<file path="src/rtl/program_sequencer.sv">
// Instruction sequencer: fetches words from a ROM, runs halt/jump itself,
// hands other words to the datapath, and stops any run that exceeds MAX_INSTR.
module program_sequencer #(
   parameter logic [9:0]  START_ADDR = 10'd0,
   parameter logic [15:0] MAX_INSTR  = 16'd1000
) (
   input  logic        clk,
   input  logic        reset,
   input  logic        start,
   input  logic [9:0]  read_data,
   input  logic        exec_ready,
   input  logic        branch_eq,
   output logic [9:0]  address,
   output logic [9:0]  instr,
   output logic        instr_valid,
   output logic        busy,
   output logic        done,
   output logic        error,
   output logic [15:0] instr_count
);

   typedef enum logic [2:0] {
      S_IDLE   = 3'd0,
      S_FETCH  = 3'd1,
      S_ISSUE  = 3'd2,
      S_HALTED = 3'd3,
      S_ERROR  = 3'd4
   } state_t;

   localparam logic [9:0] HALT_WORD = 10'b0010000010;

   state_t      state;
   state_t      state_nx;
   logic [9:0]  pc;
   logic [9:0]  pc_nx;
   logic [9:0]  instr_nx;
   logic        valid_nx;
   logic [15:0] count_nx;
   logic        retire;

   function automatic logic is_halt(input logic [9:0] w);
      return (w == HALT_WORD);
   endfunction

   function automatic logic is_jump(input logic [9:0] w);
      return (w[9:6] == 4'b1000);
   endfunction

   function automatic logic is_beq(input logic [9:0] w);
      return (w[9:7] == 3'b101);
   endfunction

   // Everything that is neither halt nor jump goes out to the datapath, beq included.
   function automatic logic is_exec(input logic [9:0] w);
      return !(is_halt(w) || is_jump(w));
   endfunction

   function automatic logic [9:0] jump_target(input logic [9:0] w);
      return {4'b0000, w[5:0]};
   endfunction

   function automatic logic [9:0] beq_offset(input logic [9:0] w);
      return {{7{w[2]}}, w[2:0]};
   endfunction

   function automatic logic [15:0] sat_inc(input logic [15:0] v);
      return (v == 16'hFFFF) ? v : (v + 16'd1);
   endfunction

   assign address = pc;

   // Next-state, program counter and retirement decisions.
   always_comb begin
      state_nx = state;
      pc_nx    = pc;
      instr_nx = instr;
      valid_nx = instr_valid;
      count_nx = instr_count;
      retire   = 1'b0;
      case (state)
         S_IDLE, S_HALTED, S_ERROR: begin
            if (start) begin
               state_nx = S_FETCH;
               pc_nx    = START_ADDR;
               count_nx = 16'd0;
            end else begin
               state_nx = state;
            end
         end
         S_FETCH: begin
            instr_nx = read_data;
            valid_nx = is_exec(read_data);
            state_nx = S_ISSUE;
         end
         S_ISSUE: begin
            if (is_halt(instr)) begin
               retire   = 1'b1;
               state_nx = S_HALTED;
            end else if (is_jump(instr)) begin
               retire   = 1'b1;
               pc_nx    = jump_target(instr);
               state_nx = S_FETCH;
            end else if (instr_valid && exec_ready) begin
               retire   = 1'b1;
               valid_nx = 1'b0;
               state_nx = S_FETCH;
               if (is_beq(instr) && branch_eq) begin
                  pc_nx = pc + beq_offset(instr);
               end else begin
                  pc_nx = pc + 10'd1;
               end
            end else begin
               state_nx = S_ISSUE;
            end
            // Watchdog: a halt landing exactly on the limit still counts as a clean finish.
            if (retire) begin
               count_nx = sat_inc(instr_count);
               if (!is_halt(instr) && (count_nx == MAX_INSTR)) begin
                  state_nx = S_ERROR;
               end else begin
                  state_nx = state_nx;
               end
            end else begin
               count_nx = instr_count;
            end
         end
         default: begin
            state_nx = S_IDLE;
         end
      endcase
   end

   // State and datapath-facing registers; status flags follow the next state.
   always_ff @(posedge clk) begin
      if (reset) begin
         state       <= S_IDLE;
         pc          <= START_ADDR;
         instr       <= 10'd0;
         instr_valid <= 1'b0;
         instr_count <= 16'd0;
         busy        <= 1'b0;
         done        <= 1'b0;
         error       <= 1'b0;
      end else begin
         state       <= state_nx;
         pc          <= pc_nx;
         instr       <= instr_nx;
         instr_valid <= valid_nx;
         instr_count <= count_nx;
         busy        <= (state_nx == S_FETCH) || (state_nx == S_ISSUE);
         done        <= (state_nx == S_HALTED);
         error       <= (state_nx == S_ERROR);
      end
   end

endmodule
</file>
<file path="config.mk">
export PLATFORM = sky130hd
export DESIGN_NAME = program_sequencer
export DESIGN_NICKNAME = d
export VERILOG_FILES = /design/src/rtl/program_sequencer.sv
export SDC_FILE = /design/constraint.sdc
export NUM_CORES = 1
export LEC_CHECK = 0
export ABC_CLOCK_PERIOD_IN_PS = 7700
export BUFFER_PORTS_ARGS = -buffer_cell sky130_fd_sc_hd__buf_2
export CORE_MARGIN = 2
export CORE_UTILIZATION = 50
export CTS_CLUSTER_SIZE = 10
export DETAILED_ROUTE_END_ITERATION = 16
export PLACE_DENSITY_LB_ADDON = 0.05
export SYNTH_ARGS = -nofsm -noshare
export SYNTH_HDL_FRONTEND = slang
export SYNTH_SLANG_ARGS = --single-unit
</file>
<file path="constraint.sdc">
create_clock -name clk -period 7.7 [get_ports clk]
set_clock_uncertainty 0.15 [all_clocks]
set_input_delay 1.155 -clock clk [delete_from_list [all_inputs] [get_ports clk]]
set_output_delay 1.155 -clock clk [all_outputs]
set_load 0.1 [all_outputs]
</file>
==> flow_summary.toml, run 1 <==
[final_layout]
area_growth_pct = 11.11
final_nets = 432
nFillCells = 532
antenna_cells = 0
layout_commonest_cell = "buf_2"
drive_above_1_share_pct = 19.70
final_cell_mix = "buf_2 (54), nand2_1 (48), dfxtp_1 (43)"
layout.cells.non_filler = 478

[sta]
finalHoldViolCount = 0
finalSetupViolations = 0
worstMarginPinSlew_ns = 1.176
slew_headroom_pct = 20.97
grt_setup_unrepaired = "no"
period_needed_ns = 3.399
tns_ns = 0
fmax_mhz = 294.2
slew_violations = 0
period_share_pct = 44.15

[pwr]
power_leakage_nw = 1.228
peakVddDrop_mv = 0.1018
p_per_area_nw_per_um2 = 157.2

[routing]
drcViolationCount = 0
ant_nets = 0
wire_per_inst_um = 14.72
vias = 2762
drt-pass1-iter-count = 4
drt_iter0_markers = 140
via_per_inst = 5.778
wl_um = 7034

[flow_run]
drv_cap = 0

[worst_setup_path]
end_kind = "flop"
critPathMaxFanout = 8
cp_data_required_time_ns = 7.80
crit_start = "branch_eq"
critPathKind = "primary input to flop"
worstPathArrival_ns = 3.50
cp-start-kind = "primary input"
rrSetupSlack_ns = 4.61
rr_startpoint = "instr_count[1]$_SDFFE_PP0P_"

[global_routing]
track_usage_pct = 23.16
grt_overflow = 0
antenna_found_initial = 0
grt_pass1_wl_um = 11700
grt_pass1_vias = 2379
grt_max_degree = 48

[floorplan]
core_area_um2 = 5507
io_pins = 55
die_h_um = 79.49
rows = 27
die_area_um2 = 6318
die_w_um = 79.49
initial_core_util_pct = 51.74

[cts]
cts_buffer_depth = 2
ctsHoldBuffers = 0
cts_tree = "done"
post_cts_resized = 0
cts_num_sinks = 43
path_clk_slew_ns = 0.08
worstSkewPairLatency_ns = 0.30
cts_buffers = 5
cts-root-buf = "clkbuf_8"
post_cts_buffers = 0
h-tree-depth = 2

[logic_synthesis]
ys_seq_area_share_pct = 30.22
synth_cell_types = 61
syn_avg_cell_area_um2 = 7.742
ys_ff_latch = 43
yosys_most_used_dff = "dfxtp_1"
synth_cells = 368
synth_nets = 394
yosys_warnings = 0
synth-async-reset-ratio_pct = 0
synth-edff-count = 0
syn_area_um2 = 2849

[placement]
placedCellCount = 471
dp_hpwl_um = 4959
gp_congestion = 0.8255
numPortBuffers = 54

[worst_hold_path]
hp-class = "flop to flop"
min_from = "address[9]$_SDFFE_PP0P_"

[run_status]
outcome = "finished clean"
==> area by class of cell <==
type | instances | area, um^2 | share of cell area, %
Inverter | 10 | 37.54 | 1.186
Sequential cell | 43 | 860.8 | 27.19
Multi-Input combinational cell | 290 | 1789 | 56.52
Tap cell | 72 | 90.09 | 2.846
Clock buffer | 6 | 72.57 | 2.292
Clock inverter | 1 | 30.03 | 0.9486
Timing Repair Buffer | 56 | 285.3 | 9.012
==> state kept, by name, indices dropped and copies added (netlist names) <==
signal	cells
instr_count	16
address	10
instr	10
state	3
busy	1
done	1
error	1
instr_valid	1
==> cell usage after synthesis, types with 6 or more instances <==
cell / count / area share, %
nand2_1: 48 / 6.3
dfxtp_1: 43 / 30
a21oi_1: 38 / 6.7
nor2_1: 34 / 4.5
o21ai_0: 21 / 3.7
clkbuf_1: 14 / 1.8
nand3_1: 13 / 2.3
nor3_1: 11 / 1.9
ha_1: 10 / 4.4
inv_1: 10 / 1.3
a22oi_1: 9 / 2.4
nand4_1: 6 / 1.3
==> where the power goes <==
group | switching (mW) | internal (mW) | leakage [nW]
Sequential | 0.00684 | 0.228 | 0.348
Combinational | 0.0686 | 0.0200 | 0.829
Clock | 0.0787 | 0.0952 | 0.0513
Total | 0.154 | 0.343 | 1.23
==> through the flow <==
stage	util [%]	setup slack, ns	area [um^2]	power (mW)	hold slack [ns]
3_3_place_gp	55.62	4.044	3063	0.3286	0.3246
5_1_grt	57.49	4.052	3166	0.5193	0.3697
3_5_place_dp	55.62	4.020	3063	0.3287	0.3296
2_1_floorplan	-	4.285	2849	0.3098	0.3846
4_1_cts	57.49	4.320	3166	0.5015	0.3418
6_report	57.49	4.301	3166	0.4976	0.3400
==> kinds of logic (layout without fill, tap and decap cells) <==
| group | Yosys count | after routing | share of synthesized area, % |
|---|---|---|---|
| AOI/OAI and AO/OA | 104 | 104 | 23.10 |
| xor gates and xnor gates | 9 | 9 | 2.767 |
| adders and majority gates | 11 | 11 | 5.094 |
| buffers and inverters | 35 | 73 | 6.983 |
| DFF | 43 | 43 | 30.22 |
| muxes | 6 | 6 | 2.284 |
| and+or+nand+nor | 160 | 160 | 29.56 |
==> layer usage <==
metal | GRT usage (%) | up-vias | wire length [um]
met5 | 0 | - | 0
met4 | 6.552 | 0 | 72
met1 | 33.47 | 1285 | 3537
met2 | 34.45 | 63 | 3068
li1 | - | 1407 | -
met3 | 5.090 | 7 | 356
==> worst paths after layout <==
path | end | cells after the start
hold reg to reg | address[9]$_SDFFE_PP0P_ | 2
setup reg to reg | state[0]$_SDFF_PP0_ | 8
setup / recovery | address[8]$_SDFFE_PP0P_ | 11
hold / removal | address[9]$_SDFFE_PP0P_ | 2
==> worst max-delay path: stages <==
cell	delay, ns
buf_2	0.07
and4b_1	0.21
and2_1	0.33
ha_1	0.34
nor2b_1	0.15
o21ai_0	0.21
a21oi_1	0.12
o21ai_0	0.23
a21oi_1	0.12
or4b_1	0.47
nand3_1	0.09
(Power assumes the default switching activity.)
==> inputs of run 2 (changes only) <==
--- a/config.mk
+++ b/config.mk
@@ -5,7 +5,8 @@
 export SDC_FILE = /design/constraint.sdc
 export NUM_CORES = 1
 export LEC_CHECK = 0
-export ABC_CLOCK_PERIOD_IN_PS = 7700
+export ABC_AREA = 1
+export ABC_CLOCK_PERIOD_IN_PS = 2950
 export BUFFER_PORTS_ARGS = -buffer_cell sky130_fd_sc_hd__buf_2
 export CORE_MARGIN = 2
 export CORE_UTILIZATION = 50
==> constraint.sdc (replaced) <==
create_clock -name clk -period 2.95 [get_ports clk]
set_clock_uncertainty 0.15 [all_clocks]
set_input_delay 0.4425 -clock clk [delete_from_list [all_inputs] [get_ports clk]]
set_output_delay 0.4425 -clock clk [all_outputs]
set_load 0.1 [all_outputs]
==> run 2 against run 1 <==
Sequential share of layout area down 0.078 points; synthesized cell count up 14%; largest power group unchanged; via count increased by 1.9%; final cell count increased by 14%; power rose to 3.2 times the previous value; critical path depth rose by 1; core utilization increased by 1.2 points; sequential power grew to 2.8 times the previous value.
==> flow_summary.toml, run 2 <==
[run_status]
outcome = "finished clean"

[logic_synthesis]
synth-async-reset-ratio_pct = 0
syn_avg_cell_area_um2 = 6.604
muxShareOfSynthArea_pct = 0
synth_compound_gate_area_share_pct = 16.52
ys_seq_area_share_pct = 30.96
synth-edff-count = 0
synth_nets = 447
synth_common_cells = "nand2_1 (124), a21oi_1 (43), dfxtp_1 (43), nor2_1 (42), inv_1 (39)"
synth_area_leaders = "dfxtp_1 (31%), nand2_1 (17%), a21oi_1 (7.7%)"
synth-xor-area-share_pct = 2.520
syn_area_um2 = 2780
synth_simple_gate_area_share_pct = 36.95
synth.top_cell.area_share_pct = 30.96
synthAdderAreaFrac_pct = 5.221
synth_top_family_by_area = "simple AND/OR/NAND/NOR gates"
yosys_warnings = 0
yosysMostFrequentCell = "nand2_1"
yosys.area.top_type = "dfxtp_1"
synth_cells = 421
synth_cell_types = 40
yosys_most_used_dff = "dfxtp_1"
ys_ff_latch = 43

[floorplan]
initial_core_util_pct = 51.12
die_h_um = 78.57
io_pins = 55
die_w_um = 78.57
core_area_um2 = 5439
rows = 27
die_area_um2 = 6172

[cts]
path_clk_slew_ns = 0.08
cts_num_sinks = 43
post_cts_buffers = 0
ctsHoldBuffers = 0
cts_buffers = 5
post_cts_resized = 0
cts_tree = "done"
worstSkewPairLatency_ns = 0.30
h-tree-depth = 2
cts-root-buf = "clkbuf_8"
cts_buffer_depth = 2

[global_routing]
grt_pass1_vias = 2565
track_usage_pct = 22.31
grt_overflow = 0
grt_max_degree = 25
grt_pass1_wl_um = 11140
antenna_found_initial = 0

[routing]
via_per_inst = 5.154
vias = 2814
drcViolationCount = 0
ant_nets = 0
wire_per_inst_um = 12.09
drt_iter0_markers = 71
wl_um = 6599
drt-pass1-iter-count = 4

[final_layout]
seq_area_um2 = 865.8
drive_above_1_share_pct = 19.62
antenna_cells = 0
top_register = "instr_count"
final_cell_mix = "nand2_1 (124), buf_2 (54), a21oi_1 (43)"
area_growth_pct = 14.85
nFillCells = 588
final_area_um2 = 3193
layout_commonest_cell = "nand2_1"
multi_input_area_um2 = 1702
final_nets = 500
largest_reg_flops = 16

[sta]
slew_headroom_pct = 59.12
worstMarginPinSlew_ns = 0.6132
slew_violations = 0
grt_setup_unrepaired = "no"
period_share_pct = 84.06
finalSetupViolations = 0
period_needed_ns = 2.480
tns_ns = 0
finalHoldViolCount = 0
fmax_mhz = 403.3

[placement]
placed_area_um2 = 3105
dp_hpwl_um = 5049
gp_congestion = 0.8890
numPortBuffers = 54

[worst_setup_path]
cp-start-kind = "flop"
rr_startpoint = "instr[8]$_SDFFE_PP0P_"
end_kind = "flop"
critPathKind = "flop to flop"
cp_data_required_time_ns = 3.03
worstPathArrival_ns = 2.56
critPathMaxFanout = 3
crit_start = "instr[8]$_SDFFE_PP0P_"

[pwr]
clockPowerShare_pct = 24.2
p_sw_mw = 0.6996
p_per_area_nw_per_um2 = 504.7
p_seq_share_pct = 40.7
peakVddDrop_mv = 0.3626
p_comb_share_pct = 35.1
power_leakage_nw = 1.472
p_int_mw = 0.9120
switching_share_pct = 43.41

[worst_hold_path]
min_from = "read_data[6]"
hp-class = "primary input to flop"

[flow_run]
drv_cap = 0
run 2: cell count changes in the layout (fill, tap and decap cells not counted), moves of 8 or more:
cell	delta
o21ai_0	-13
nor2_1	+8
nor3_1	-9
inv_1	+29
a22oi_1	-8
nand2_1	+76
nand3_1	+11
run 2: worst max-delay path, cell delays in order, from the launching register on:
cell and delay [ns]:
dfxtp_2 0.34, inv_1 0.07, nand4_1 0.11, or2_2 0.13, ha_1 0.15, inv_1 0.07, fa_1 0.40, o21ai_0 0.37
a21oi_1 0.11, o21ai_0 0.19, or2_2 0.14, nand3_1 0.06, a21oi_1 0.13
run 2: logic make-up after synthesis:
kind of cell               after synthesis
DFF                                     43
AOI/OAI and AO/OA                       78
and+or+nand+nor                        228
adders and majority gates               11
xor gates and xnor gates                 8
buffers and inverters                   53
run 2: power groups by stage:
stage	registers (mW)	clock network [mW]	logic (mW)
global route	0.661	0.420	0.609
detailed placement	0.668	0	0.569
CTS	0.655	0.401	0.571
finish	0.655	0.390	0.566
global placement	0.669	0	0.566
floorplan	0.917	0	0.224
run 2: cell type report:
cell class,count,share of cell area [%]
Clock buffer,6,2.586
Clock inverter,1,0.1567
Inverter,43,5.094
Multi-Input combinational cell,325,53.29
Sequential cell,43,27.12
Tap cell,72,2.821
Timing Repair Buffer,56,8.934
run 2: worst paths after layout:
kind	cells after the start	slack, ns	end
setup / recovery	12	0.47	address[6]$_SDFFE_PP0P_
hold / removal	3	0.25	instr[6]$_SDFFE_PP0P_
setup reg to reg	12	0.47	address[6]$_SDFFE_PP0P_
hold reg to reg	2	0.34	instr_valid$_SDFFE_PP0P_
run 2: per-stage QoR:
stage	cells	power [mW]	hold slack, ns	util [%]	worst slack [ns]
after floorplan	421	1.141	0.3608	-	0.1088
after global placement	539	1.235	0.3158	57.10	0.3666
after detailed placement	539	1.237	0.3274	57.10	0.3401
after CTS	546	1.627	0.2422	58.71	0.4590
after global routing	546	1.690	0.2703	58.71	0.2416
final	546	1.612	0.2503	58.71	0.4702
run 2: per-layer routing:
| layer | track usage, % | part of all wire, % | up-vias |
|---|---|---|---|
| met5 | 0 | 0 | - |
| met3 | 3.793 | 3.3 | 9 |
| met4 | 7.368 | 1.1 | 0 |
| met1 | 27.03 | 46 | 1272 |
| met2 | 39.74 | 50 | 44 |
| li1 | - | - | 1489 |
==> inputs of run 3 (changes only) <==
--- a/config.mk
+++ b/config.mk
@@ -5,8 +5,8 @@
 export SDC_FILE = /design/constraint.sdc
 export NUM_CORES = 1
 export LEC_CHECK = 0
-export ABC_AREA = 1
-export ABC_CLOCK_PERIOD_IN_PS = 2950
+export ABC_AREA = 0
+export ABC_CLOCK_PERIOD_IN_PS = 2200
 export BUFFER_PORTS_ARGS = -buffer_cell sky130_fd_sc_hd__buf_2
 export CORE_MARGIN = 2
 export CORE_UTILIZATION = 50
==> constraint.sdc (replaced) <==
create_clock -name clk -period 2.2 [get_ports clk]
set_clock_uncertainty 0.15 [all_clocks]
set_input_delay 0.33 -clock clk [delete_from_list [all_inputs] [get_ports clk]]
set_output_delay 0.33 -clock clk [all_outputs]
set_load 0.1 [all_outputs]
==> run 3 against run 2 <==
The run now ends with setup timing left; clock power rose by 28%; clock-buffer cell count rose by 2; critical path depth fell by 3; core utilization rose by 16 points; routed wire length rose by 28%; sequential share of layout area fell by 4.2 points; setup slack got worse by 0.81 ns; die area rose by 2.4%; first-iteration DRC count rose by 140%.
==> flow_summary.toml, run 3 (synthesized netlist as in run 1, its figures left out) <==
[final_layout]
layout_commonest_cell = "buf_4"
top_register = "instr_count"
seq_area_um2 = 945.9
largest_reg_flops = 16
layout.cells.non_filler = 553
antenna_cells = 0
final_cell_mix = "buf_4 (71), buf_2 (54), nand2_1 (46)"
multi_input_area_um2 = 2112
drive_above_1_share_pct = 48.23
final_nets = 506
final_area_um2 = 4131
nFillCells = 413
area_growth_pct = 45.02

[routing]
vias = 3184
drt-pass1-iter-count = 4
via_per_inst = 5.758
drcViolationCount = 0
wire_per_inst_um = 15.27
ant_nets = 0
drt_iter0_markers = 167
wl_um = 8446

[worst_setup_path]
rr_startpoint = "instr[8]$_SDFFE_PP0P_"
rrSetupSlack_ns = -0.34
cp_slowest_stage_delay_ns = 0.34
cp-start-kind = "flop"
path_cells = "and4b_2 -> and2_4 -> ha_1 -> o31a_1 -> a31o_2 -> a21oi_2 -> xor2_1 -> mux2i_1 -> a21oi_1"
crit_path_top_delay_cell = "dfxtp_4"
end_kind = "flop"
critical_path.top_delay_family = "compound AO/OA/AOI/OAI gates"
worstSetupPathDepth = 9
worstPathArrival_ns = 2.53
critPathBufInv = 0
r2r_cells = 9
cp_data_required_time_ns = 2.20
critPathKind = "flop to flop"
critPathMaxFanout = 6
rr_endpoint = "address[9]$_SDFFE_PP0P_"

[sta]
fmax_mhz = 394.2
finalSetupViolations = 10
slew_headroom_pct = 59.52
worstMarginPinSlew_ns = 0.6071
grt_setup_unrepaired = "yes"
fin_ws_ns = -0.3371
period_needed_ns = 2.537
period_share_pct = 115.3
slew_violations = 0
finalHoldViolCount = 0

[worst_hold_path]
hp-class = "primary input to flop"
min_from = "read_data[6]"
hold_path_depth = 3
hold_end = "instr[6]$_SDFFE_PP0P_"

[pwr]
p_int_mw = 1.121
p_per_area_nw_per_um2 = 407.5
clockPowerShare_pct = 29.7
switching_share_pct = 33.39
peakVddDrop_mv = 0.3826
p_comb_share_pct = 22.5
power_leakage_nw = 1.683
p_seq_share_pct = 47.8
p_sw_mw = 0.5620
power_mw = 1.683

[global_routing]
grt_overflow = 0
grt_pass1_wl_um = 13580
grt_max_degree = 35
track_usage_pct = 26.25
grt_pass1_vias = 2968
antenna_found_initial = 0

[floorplan]
die_h_um = 79.49
die_area_um2 = 6318
core_area_um2 = 5507
die_w_um = 79.49
initial_core_util_pct = 51.74
io_pins = 55
rows = 27

[flow_run]
drv_cap = 0

[cts]
ctsHoldBuffers = 0
h-tree-depth = 2
cts_buffers = 5
cts-root-buf = "clkbuf_8"
cts_num_sinks = 43
path_clk_slew_ns = 0.08
worstSkewPairLatency_ns = 0.30
cts_buffer_depth = 2
cts_tree = "done"

[placement]
numPortBuffers = 54
dp_hpwl_um = 5850
gp_congestion = 0.8915
placed_area_um2 = 3790
placedCellCount = 537

[run_status]
outcome = "finished with violations"
violations = "setup timing"
[run 3: cell count changes in the layout (fill, tap and decap cells not counted), sizes merged, moves of 13 or more]
| cell | change |
|---|---|
| o21ai | +13 |
| nor2 | -13 |
| buf | +73 |
| nand2 | -83 |
| inv | -30 |
| nand3 | -15 |
[run 3: repair_timing]
| item | CTS | global route |
|---|---|---|
| gates resized for setup | 19 | 26 |
| setup endpoints to repair | 14 | 32 |
| pin swaps | 16 | 19 |
| setup buffers | 6 | 3 |
| cloned | 0 | 1 |
[run 3: through the flow]
step	hold WS (ns)	worst slack [ns]	TNS, ns	utilization, %
after floorplan	0.3057	-0.4218	-2.911	-
after global placement	0.3189	-0.4084	-1.540	68.83
after detailed placement	0.3248	-0.4352	-2.058	68.83
after CTS	0.1167	-0.3311	-0.8350	72.60
after global routing	0.1375	-0.4861	-2.789	75.03
final	0.1187	-0.3371	-1.250	75.03
[run 3: how the worst max path moves through the flow]
stage / from / end / slack, ns
2_1_floorplan: instr[8]$_SDFFE_PP0P_ / address[9]$_SDFFE_PP0P_ / -0.42
5_1_grt: instr[8]$_SDFFE_PP0P_ / address[9]$_SDFFE_PP0P_ / -0.49
3_5_place_dp: branch_eq / address[9]$_SDFFE_PP0P_ / -0.44
6_report: instr[8]$_SDFFE_PP0P_ / address[9]$_SDFFE_PP0P_ / -0.34
3_3_place_gp: branch_eq / address[9]$_SDFFE_PP0P_ / -0.41
4_1_cts: instr[8]$_SDFFE_PP0P_ / address[9]$_SDFFE_PP0P_ / -0.33
[run 3: routing by layer]
| metal | routed length [um] | GRT usage, % | vias to the layer above |
|---|---|---|---|
| li1 | - | - | 1561 |
| met1 | 3970 | 37.53 | 1489 |
| met2 | 3808 | 42.10 | 122 |
| met3 | 557 | 2.941 | 12 |
| met4 | 110 | 6.379 | 0 |
| met5 | 0 | 0 | - |
[run 3: worst register-to-register path, cell delays in order (launching register included)]
cell and delay, ns:
dfxtp_4 0.34, and4b_2 0.29, and2_4 0.24, ha_1 0.27, o31a_1 0.30, a31o_2 0.21
a21oi_2 0.13, xor2_1 0.18, mux2i_1 0.19, a21oi_1 0.09
[run 3: final cells by class]
type | instances | share of cell area, %
sequential | 43 | 22.90
clock buffer | 8 | 1.938
tap | 72 | 2.180
inverter | 10 | 0.9085
timing repair buffer | 129 | 20.96
multi-input combinational | 291 | 51.12
[run 3: power groups by stage]
stage / sequential (mW) / combinational, mW / clock (mW)
3_5_place_dp: 0.820 / 0.362 / 0
4_1_cts: 0.802 / 0.363 / 0.509
6_report: 0.805 / 0.378 / 0.501
5_1_grt: 0.807 / 0.405 / 0.538
3_3_place_gp: 0.820 / 0.359 / 0
2_1_floorplan: 0.946 / 0.126 / 0
